### src/rtl/alu_mul_seq.sv
// ---------------------------------------------------------------------------
// alu_mul_seq -- iterative 32x32->64 shift-add multiplier that borrows the
// shared combinational ALU for every add/subtract instead of owning an adder.
//
// Each granted ITER cycle issues one ADD of hi + (lo[0] ? mcand : 0). The
// {carry, sum} pair is then shifted right one place across the hi:lo product
// register. Thirty-two grants complete the unsigned product.
//
// Optional feature macro: MUL_SIGNED_EN
//   When it is defined, the signed_in port exists. A signed product is built
//   from the unsigned one by up to two SUB corrections of the high word:
//     CORR_A: hi -= multiplier    (when multiplicand is negative)
//     CORR_B: hi -= multiplicand  (when multiplier is negative)
//   When it is undefined, only ADD/PASS are ever issued and the result is
//   always unsigned.
//
// Ports
//   clk, rst_n              clock, asynchronous active-low reset
//   start                   begin a multiply (ignored while busy)
//   multiplicand/multiplier operands, latched on an accepted start
//   signed_in               two's-complement operands (MUL_SIGNED_EN only)
//   busy, done              sequencer active / one-cycle result-valid pulse
//   product_hi/product_lo   64-bit result, held until the next start
//   alu_req/alu_gnt/alu_oe  ALU borrow handshake; oe = req & gnt
//   alu_op/alu_a/alu_b      operation and operands presented to the ALU
//   alu_carry_in            always 0
//   alu_out/alu_status      ALU result and {N,Z,C,V} flags, same cycle
// ---------------------------------------------------------------------------

package alu_pkg;
    typedef enum logic [3:0] {
        PASS = 4'd0,
        ADD  = 4'd1,
        SUB  = 4'd2
    } alu_op_e;
endpackage

module alu_mul_seq (
    input  logic                clk,
    input  logic                rst_n,
    input  logic                start,
    input  logic [31:0]         multiplicand,
    input  logic [31:0]         multiplier,
`ifdef MUL_SIGNED_EN
    input  logic                signed_in,
`endif
    output logic                busy,
    output logic                done,
    output logic [31:0]         product_lo,
    output logic [31:0]         product_hi,
    output logic                alu_req,
    input  logic                alu_gnt,
    output logic                alu_oe,
    output alu_pkg::alu_op_e    alu_op,
    output logic                alu_carry_in,
    output logic [31:0]         alu_a,
    output logic [31:0]         alu_b,
    input  logic [31:0]         alu_out,
    input  logic [3:0]          alu_status
);

    // state  | meaning
    // IDLE   | waiting for start, product held
    // ITER   | shift-add iterations, one per ALU grant
    // CORR_A | signed fix-up: hi -= original multiplier
    // CORR_B | signed fix-up: hi -= multiplicand
    // DONE   | one-cycle result-valid pulse
    typedef enum logic [2:0] {
        IDLE   = 3'd0,
        ITER   = 3'd1,
`ifdef MUL_SIGNED_EN
        CORR_A = 3'd2,
        CORR_B = 3'd3,
`endif
        DONE   = 3'd4
    } state_e;

    state_e      state;
    logic [31:0] mcand;
    logic [31:0] hi;
    logic [31:0] lo;
    logic [4:0]  cnt;
`ifdef MUL_SIGNED_EN
    logic [31:0] orig_b;     // multiplier before lo is shifted away
    logic        sgn;
`endif

    // Only the carry flag participates in the algorithm.
    logic status_unused;
    assign status_unused = ^{alu_status[3:2], alu_status[0]};

    always_ff @(posedge clk or negedge rst_n) begin
        if (!rst_n) begin
            state   <= IDLE;
            mcand   <= '0;
            hi      <= '0;
            lo      <= '0;
            cnt     <= '0;
            busy    <= 1'b0;
            done    <= 1'b0;
            alu_req <= 1'b0;
            alu_op  <= alu_pkg::PASS;
`ifdef MUL_SIGNED_EN
            orig_b  <= '0;
            sgn     <= 1'b0;
`endif
        end else begin
            done <= 1'b0;
            case (state)
                IDLE: begin
                    if (start) begin
                        mcand   <= multiplicand;
                        lo      <= multiplier;
                        hi      <= '0;
                        cnt     <= '0;
`ifdef MUL_SIGNED_EN
                        orig_b  <= multiplier;
                        sgn     <= signed_in;
`endif
                        state   <= ITER;
                        busy    <= 1'b1;
                        alu_req <= 1'b1;
                        alu_op  <= alu_pkg::ADD;
                    end
                end
                ITER: begin
                    if (alu_gnt) begin
                        // carry-out becomes hi[31]; sum LSB enters lo from the top
                        hi  <= {alu_status[1], alu_out[31:1]};
                        lo  <= {alu_out[0], lo[31:1]};
                        cnt <= cnt + 5'd1;
                        if (cnt == 5'd31) begin
`ifdef MUL_SIGNED_EN
                            if (sgn && mcand[31]) begin
                                state  <= CORR_A;
                                alu_op <= alu_pkg::SUB;
                            end else if (sgn && orig_b[31]) begin
                                state  <= CORR_B;
                                alu_op <= alu_pkg::SUB;
                            end else begin
                                state   <= DONE;
                                done    <= 1'b1;
                                alu_req <= 1'b0;
                                alu_op  <= alu_pkg::PASS;
                            end
`else
                            state   <= DONE;
                            done    <= 1'b1;
                            alu_req <= 1'b0;
                            alu_op  <= alu_pkg::PASS;
`endif
                        end
                    end
                end
`ifdef MUL_SIGNED_EN
                CORR_A: begin
                    if (alu_gnt) begin
                        hi <= alu_out;
                        if (sgn && orig_b[31]) begin
                            state <= CORR_B;
                        end else begin
                            state   <= DONE;
                            done    <= 1'b1;
                            alu_req <= 1'b0;
                            alu_op  <= alu_pkg::PASS;
                        end
                    end
                end
                CORR_B: begin
                    if (alu_gnt) begin
                        hi      <= alu_out;
                        state   <= DONE;
                        done    <= 1'b1;
                        alu_req <= 1'b0;
                        alu_op  <= alu_pkg::PASS;
                    end
                end
`endif
                DONE: begin
                    state <= IDLE;
                    busy  <= 1'b0;
                end
                default: begin
                    state   <= IDLE;
                    busy    <= 1'b0;
                    alu_req <= 1'b0;
                    alu_op  <= alu_pkg::PASS;
                end
            endcase
        end
    end

    // Operand muxes are zero whenever the ALU is not being borrowed.
    always_comb begin
        alu_a = '0;
        alu_b = '0;
        case (state)
            ITER: begin
                alu_a = hi;
                alu_b = lo[0] ? mcand : 32'd0;
            end
`ifdef MUL_SIGNED_EN
            CORR_A: begin
                alu_a = hi;
                alu_b = orig_b;
            end
            CORR_B: begin
                alu_a = hi;
                alu_b = mcand;
            end
`endif
            default: begin
                alu_a = '0;
                alu_b = '0;
            end
        endcase
    end

    assign alu_oe       = alu_req & alu_gnt;
    assign alu_carry_in = 1'b0;
    assign product_hi   = hi;
    assign product_lo   = lo;

endmodule

### config.mk
export PLATFORM = sky130hd
export DESIGN_NAME = alu_mul_seq
export DESIGN_NICKNAME = d
export VERILOG_FILES = /design/src/rtl/alu_mul_seq.sv
export SDC_FILE = /design/constraint.sdc
export NUM_CORES = 1
export LEC_CHECK = 0
export ABC_CLOCK_PERIOD_IN_PS = 4200
export CORE_AREA = 2 2 125 139
export DETAILED_ROUTE_END_ITERATION = 10
export DIE_AREA = 0 0 127 141
export GPL_TIMING_DRIVEN = 0
export PLACE_DENSITY_LB_ADDON = 0.3
export SETUP_SLACK_MARGIN = 0.5
export SYNTH_ARGS = -nofsm -noshare
export SYNTH_HDL_FRONTEND = slang
export SYNTH_SLANG_ARGS = --single-unit
### constraint.sdc
create_clock -name clk -period 4.2 [get_ports clk]
set_input_delay 0.42 -clock clk [delete_from_list [all_inputs] [get_ports clk]]
set_output_delay 0.42 -clock clk [all_outputs]
set_load 0.005 [all_outputs]
## Yosys cells after proc, flatten, opt, wreduce, memory -nomap -nowiden

Index checks and enable logic that the tools add are counted.

| storage, ports and cells | value |
|---|---|
| register bits | 111 |
| input bits | 104 |
| output and inout port bits | 137 |
| word-level logic and storage cells | 54 |

| cells by class | value |
|---|---|
| add/sub/neg operators | 1 |
| eq/ne operators | 6 |
| multiplexer cells | 28 |
| bitwise gates (word level) | 3 |
| reductions and logical operators | 7 |

Operator list:

| cell | number |
|---|---|
| 32-bit 2-to-1 mux | 7 |
| 32-bit one-hot mux with 2 select lines | 2 |
| 4-bit 2-to-1 mux | 3 |
| 4-bit one-hot mux with 3 select lines | 1 |
| 5-bit 2-to-1 mux | 2 |
| 5-bit one-hot mux with 2 select lines | 1 |
| 3-bit 2-to-1 mux | 3 |
| 1-bit 2-to-1 mux | 6 |
| 2-bit != test, second input constant | 3 |
| 3-bit one-hot mux with 2 select lines | 1 |
| 3-bit AND reduction | 2 |
| 5-bit by 1-bit adder with 5-bit output, second input constant | 1 |
| 5-bit == test, second input constant | 1 |
| 2-bit AND reduction | 2 |
| 4-bit AND reduction | 1 |
| 3-bit by 1-bit == test with 1-bit output, second input constant | 1 |
| 3-bit == test, second input constant | 1 |
| 3-bit logical NOT | 1 |
| 1-bit one-hot mux with 3 select lines | 1 |
| 1-bit inverter | 2 |
| 1-bit one-hot mux with 2 select lines | 1 |
| 2-bit nonzero test | 1 |
| 1-bit bitwise AND | 1 |

## Depth between registers and ports, before layout

| logic depth | value |
|---|---|
| depth in word-level cells | 4 |
| depth in mapped cells | 7 |
| gate-level depth less buffers | 6 |

## Worst setup path after synthesis

No wires, ideal clock.

| timing path | value |
|---|---|
| path kind | register to output |
| start | register state[0] |
| end | output alu_b[12] |
| arrival | 1.245 ns |
| data required time | 3.780 ns |
| path slack | 2.535 ns |
| stages on the path, launching flop included | 7 |
| path buffers | 4 |
| cells stage by stage | dfrtp_1 > buf_4 > nor2b_1 > buf_2 > buf_4 > clkbuf_2 > and3_1 |

| on the way | value |
|---|---|
| cells in the longest elaborated chain, start to end | 2 |

Ends and longest elaborated chain:

| what | line | RTL |
|---|---|---|
| start: declaration | 78 | `state_e state;` |
| start signal: assignment | 94 | `state <= IDLE;` |
| start signal: assignment | 120 | `state <= ITER;` |
| start signal: assignment | 147 | `state <= DONE;` |
| 3-bit by 1-bit == test with 1-bit output | 197 | `case (state)` |
| 32-bit 2-to-1 mux | 197 |  |
| end: declaration | 57 | `output logic [31:0] alu_b,` |

Every way passes these cells.

## Final worst setup path

| timing path | value |
|---|---|
| start | register state[2] |
| end | output alu_a[23] |

| on the way | value |
|---|---|
| cells in the longest elaborated chain, start to end | 2 |

Ends and longest elaborated chain:

| what | line | RTL |
|---|---|---|
| 3-bit by 1-bit == test with 1-bit output | 197 |  |
| 32-bit 2-to-1 mux | 197 |  |
| end: declaration | 56 | `output logic [31:0] alu_a,` |

Every way passes these cells.

==> results.py <==
metrics = {
    "placed_design": {
        "placed_area_um2": 7507,
        "port_buffers": 233,
        "gp_congestion": 0.7838,
        "place_hpwl_mm": 11.86,
    },
    "grt": {
        "grt.total_usage_pct": 17.00,
        "first_global_vias": 4654,
        "grt_pass1_wl_mm": 24.19,
        "grt_max_degree": 66,
        "antenna_found_initial": 1,
        "grt_overflow": 0,
    },
    "timing": {
        "period_needed_ns": 3.038,
        "clock_skew_ns": 0.008057,
        "fin_crit_sh_pct": 72.34,
        "slew_headroom_pct": 62.22,
        "hold_viol_final": 0,
        "fmax_mhz": 329.1,
        "setup_viol": 0,
        "worst_pin_slew_ns": 0.5667,
        "report.final.slew_viol_count": 0,
        "rsz0062_at_grt": "no",
    },
    "critical_path": {
        "cp-end-kind": "primary output",
        "crit_fanout": 10,
        "cpMaxStageDelayCell": "clkdlybuf4s50_1",
        "arrival_ns": 2.62,
        "path_cells": "nor2b_1 > buf_2 > buf_4 > clkbuf_1 > and2_1 > clkdlybuf4s50_1",
        "cp_data_required_time_ns": 3.78,
        "crit_path_max_incr_delay_ns": 0.50,
        "start_kind": "flip-flop",
        "regToRegSetupSlack_ns": 2.38,
        "worstSetupPathType": "reg -> out",
    },
    "layout": {
        "postLayoutCellArea_um2": 7809,
        "nNetsFinal": 845,
        "regArea_um2": 2653,
        "multi_input_area_um2": 1963,
        "num-fill-cells": 1579,
        "area_growth_syn_to_layout_pct": 60.07,
        "drive_gt1_share_pct": 6.729,
        "diodes": 0,
    },
    "synth": {
        "ys_top_cells_by_area": "dfrtp_1 (54%), nand2_1 (8.4%), mux2i_1 (7.0%)",
        "yosysWarnings": 0,
        "yosysUniqueCellTypes": 27,
        "synth_compound_area_share_pct": 9.438,
        "yosysTopAreaCell": "dfrtp_1",
        "ys_seq_area_share_pct": 54.37,
        "synth_fa_ha_area_share_pct": 0.5130,
        "syn_avg_cell_area_um2": 9.936,
        "muxShareOfSynthArea_pct": 6.976,
        "synth_top_family_by_area": "simple AND/OR/NAND/NOR gates",
        "yosysTopAreaCellShare_pct": 54.37,
        "ys_seq_elements": 106,
        "netlist_area_um2": 4878,
        "synth_cells": 491,
        "synth-simple-area-share_pct": 23.01,
        "synthXorXnorAreaFrac_pct": 0,
    },
    "clocking": {
        "cts_setup_buffers": 0,
        "cts_buffer_depth": 2,
        "post_cts_hold_buffer_count": 0,
        "ctsRootBufferMaster": "clkbuf_16",
        "cts_buffers": 9,
        "h-tree-depth": 3,
        "clk_latency_ns": 0.35,
        "cts.sinks": 106,
        "ctsResizeCount": 0,
        "clkSlewWorstSetupHoldPaths_ns": 0.08,
        "cts_tree": "yes",
    },
    "hold_path": {
        "hold_path_class": "in -> async",
    },
    "run_status": {
        "status": "complete, no violations",
    },
    "detailed_routing": {
        "wl_per_cell_um": 16.25,
        "ant_nets": 0,
        "drtIter0Drc": 221,
        "wl_mm": 15.46,
        "drcViolationCount": 0,
        "route.vias.total": 4471,
        "via_per_inst": 4.701,
        "drtPass1Iterations": 5,
    },
    "floorplanning": {
        "die_h_um": 141,
        "pin_count": 241,
        "die_w_um": 127,
        "core_area_um2": 16640,
        "dieArea_um2": 17910,
        "fp-row-count": 50,
        "initial_core_util_pct": 29.32,
    },
    "run": {
        "drv_cap": 0,
    },
    "pwr": {
        "max-vdd-ir-drop_uv": 236.1,
        "power_mw": 3.637,
        "leakage_nw": 3.699,
        "p_per_area_nw_per_um2": 465.8,
    },
}
## sequential cells by signal, indices dropped and copies added (netlist names)
signal and count:
alu_req 1, busy 1, done 1, product_hi 32
cnt 5, product_lo 32, mcand 32, state 2
## layout by cell type, fill, tap and decap left out, drive strengths merged, types with 2 or more instances in the layout
master / n
a22o: 26
and2: 35
and3: 33
buf: 30
clkbuf: 27
clkdlybuf4s50: 232
clkinvlp: 2
conb: 4
dfrtp: 106
ha: 2
inv: 4
mux2i: 34
nand2: 109
nand3: 42
nor2: 3
o21ai: 44
## per-layer routing
layer / vias up / track usage [%] / share of wire (%) / wire (um)
met2: 160 / 28.92 / 49 / 7649
met5: - / 0 / 0 / 0
met4: 0 / 4.338 / 1.0 / 155
met3: 10 / 5.085 / 7.2 / 1120
met1: 2155 / 21.17 / 42 / 6532
li1: 2146 / - / - / -
## power breakdown
part,total [mW],internal [mW],switching [mW]
sequential,1.51,1.30,0.212
combinational,1.27,0.782,0.486
clock,0.859,0.469,0.390
total,3.64,2.55,1.09
## cell families (layout without fill, tap and decap cells)
| logic type | after synthesis | in the layout |
|---|---|---|
| compound gates | 72 | 72 |
| fa+ha+maj | 2 | 2 |
| buf+inv | 48 | 297 |
| flops | 106 | 106 |
| mux | 34 | 34 |
| other cells | 1 | 4 |
| simple gates | 228 | 228 |
## metrics by stage
stage	hold slack, ns	setup TNS, ns	setup WS (ns)	utilization (%)	std cells
after floorplan	0.1244	0	2.535	-	494
after global placement	0.4509	-140.32	-1.333	44.96	935
after detailed placement	0.4472	0	1.453	45.11	936
after CTS	0.06306	0	1.067	46.92	951
after global routing	0.07696	0	0.9640	46.92	951
final	0.05500	0	1.162	46.92	951
## synth_stat cells
| cell | n |
|---|---|
| nand2_1 | 109 |
| dfrtp_1 | 106 |
| nand3_1 | 42 |
| and2_1 | 35 |
| mux2i_1 | 34 |
| and3_1 | 33 |
| a22o_1 | 26 |
| o21ai_0 | 24 |
| o21ai_1 | 20 |
| clkbuf_1 | 16 |
| buf_2 | 13 |
| buf_4 | 10 |
| buf_6 | 5 |
| clkbuf_2 | 2 |
| ha_1 | 2 |
| inv_1 | 2 |
| nor2_1 | 2 |
| a21o_1 | 1 |
| a21oi_1 | 1 |
| and3b_1 | 1 |
| conb_1 | 1 |
| nand3b_1 | 1 |
| nand4_1 | 1 |
| nor2_4 | 1 |
| nor2b_1 | 1 |
| nor3b_4 | 1 |
| or3b_4 | 1 |
## path summary, 6_finish.rpt
kind                       startpoint  cells after the start             to
max                          state[2]                      6      alu_a[23]
min                             rst_n                      1  product_lo[7]
max reg2reg                  state[2]                      6       state[0]
min reg2reg                 mcand[28]                      2      mcand[28]
max in group asynchronous       rst_n                      2      mcand[21]
min in group clk            mcand[28]                      2      mcand[28]
## area by class of cell
cell class / instances / area share [%]
inverters: 2 / 0.09614
multi-input cells: 340 / 25.14
clock inverters: 6 / 0.9774
well taps: 208 / 3.333
repair buffers: 234 / 30.19
flip-flops and latches: 106 / 33.97
clock buffers: 9 / 2.884
plain buffers: 46 / 3.413
## worst max-delay path: cells and delay by family (launching register included)
family	cells	cell delay, ns
buffers and inverters	4	1.44
flip-flops	1	0.48
AND/OR/NAND/NOR	2	0.34
No activity file was read; power rests on OpenSTA's default activity.
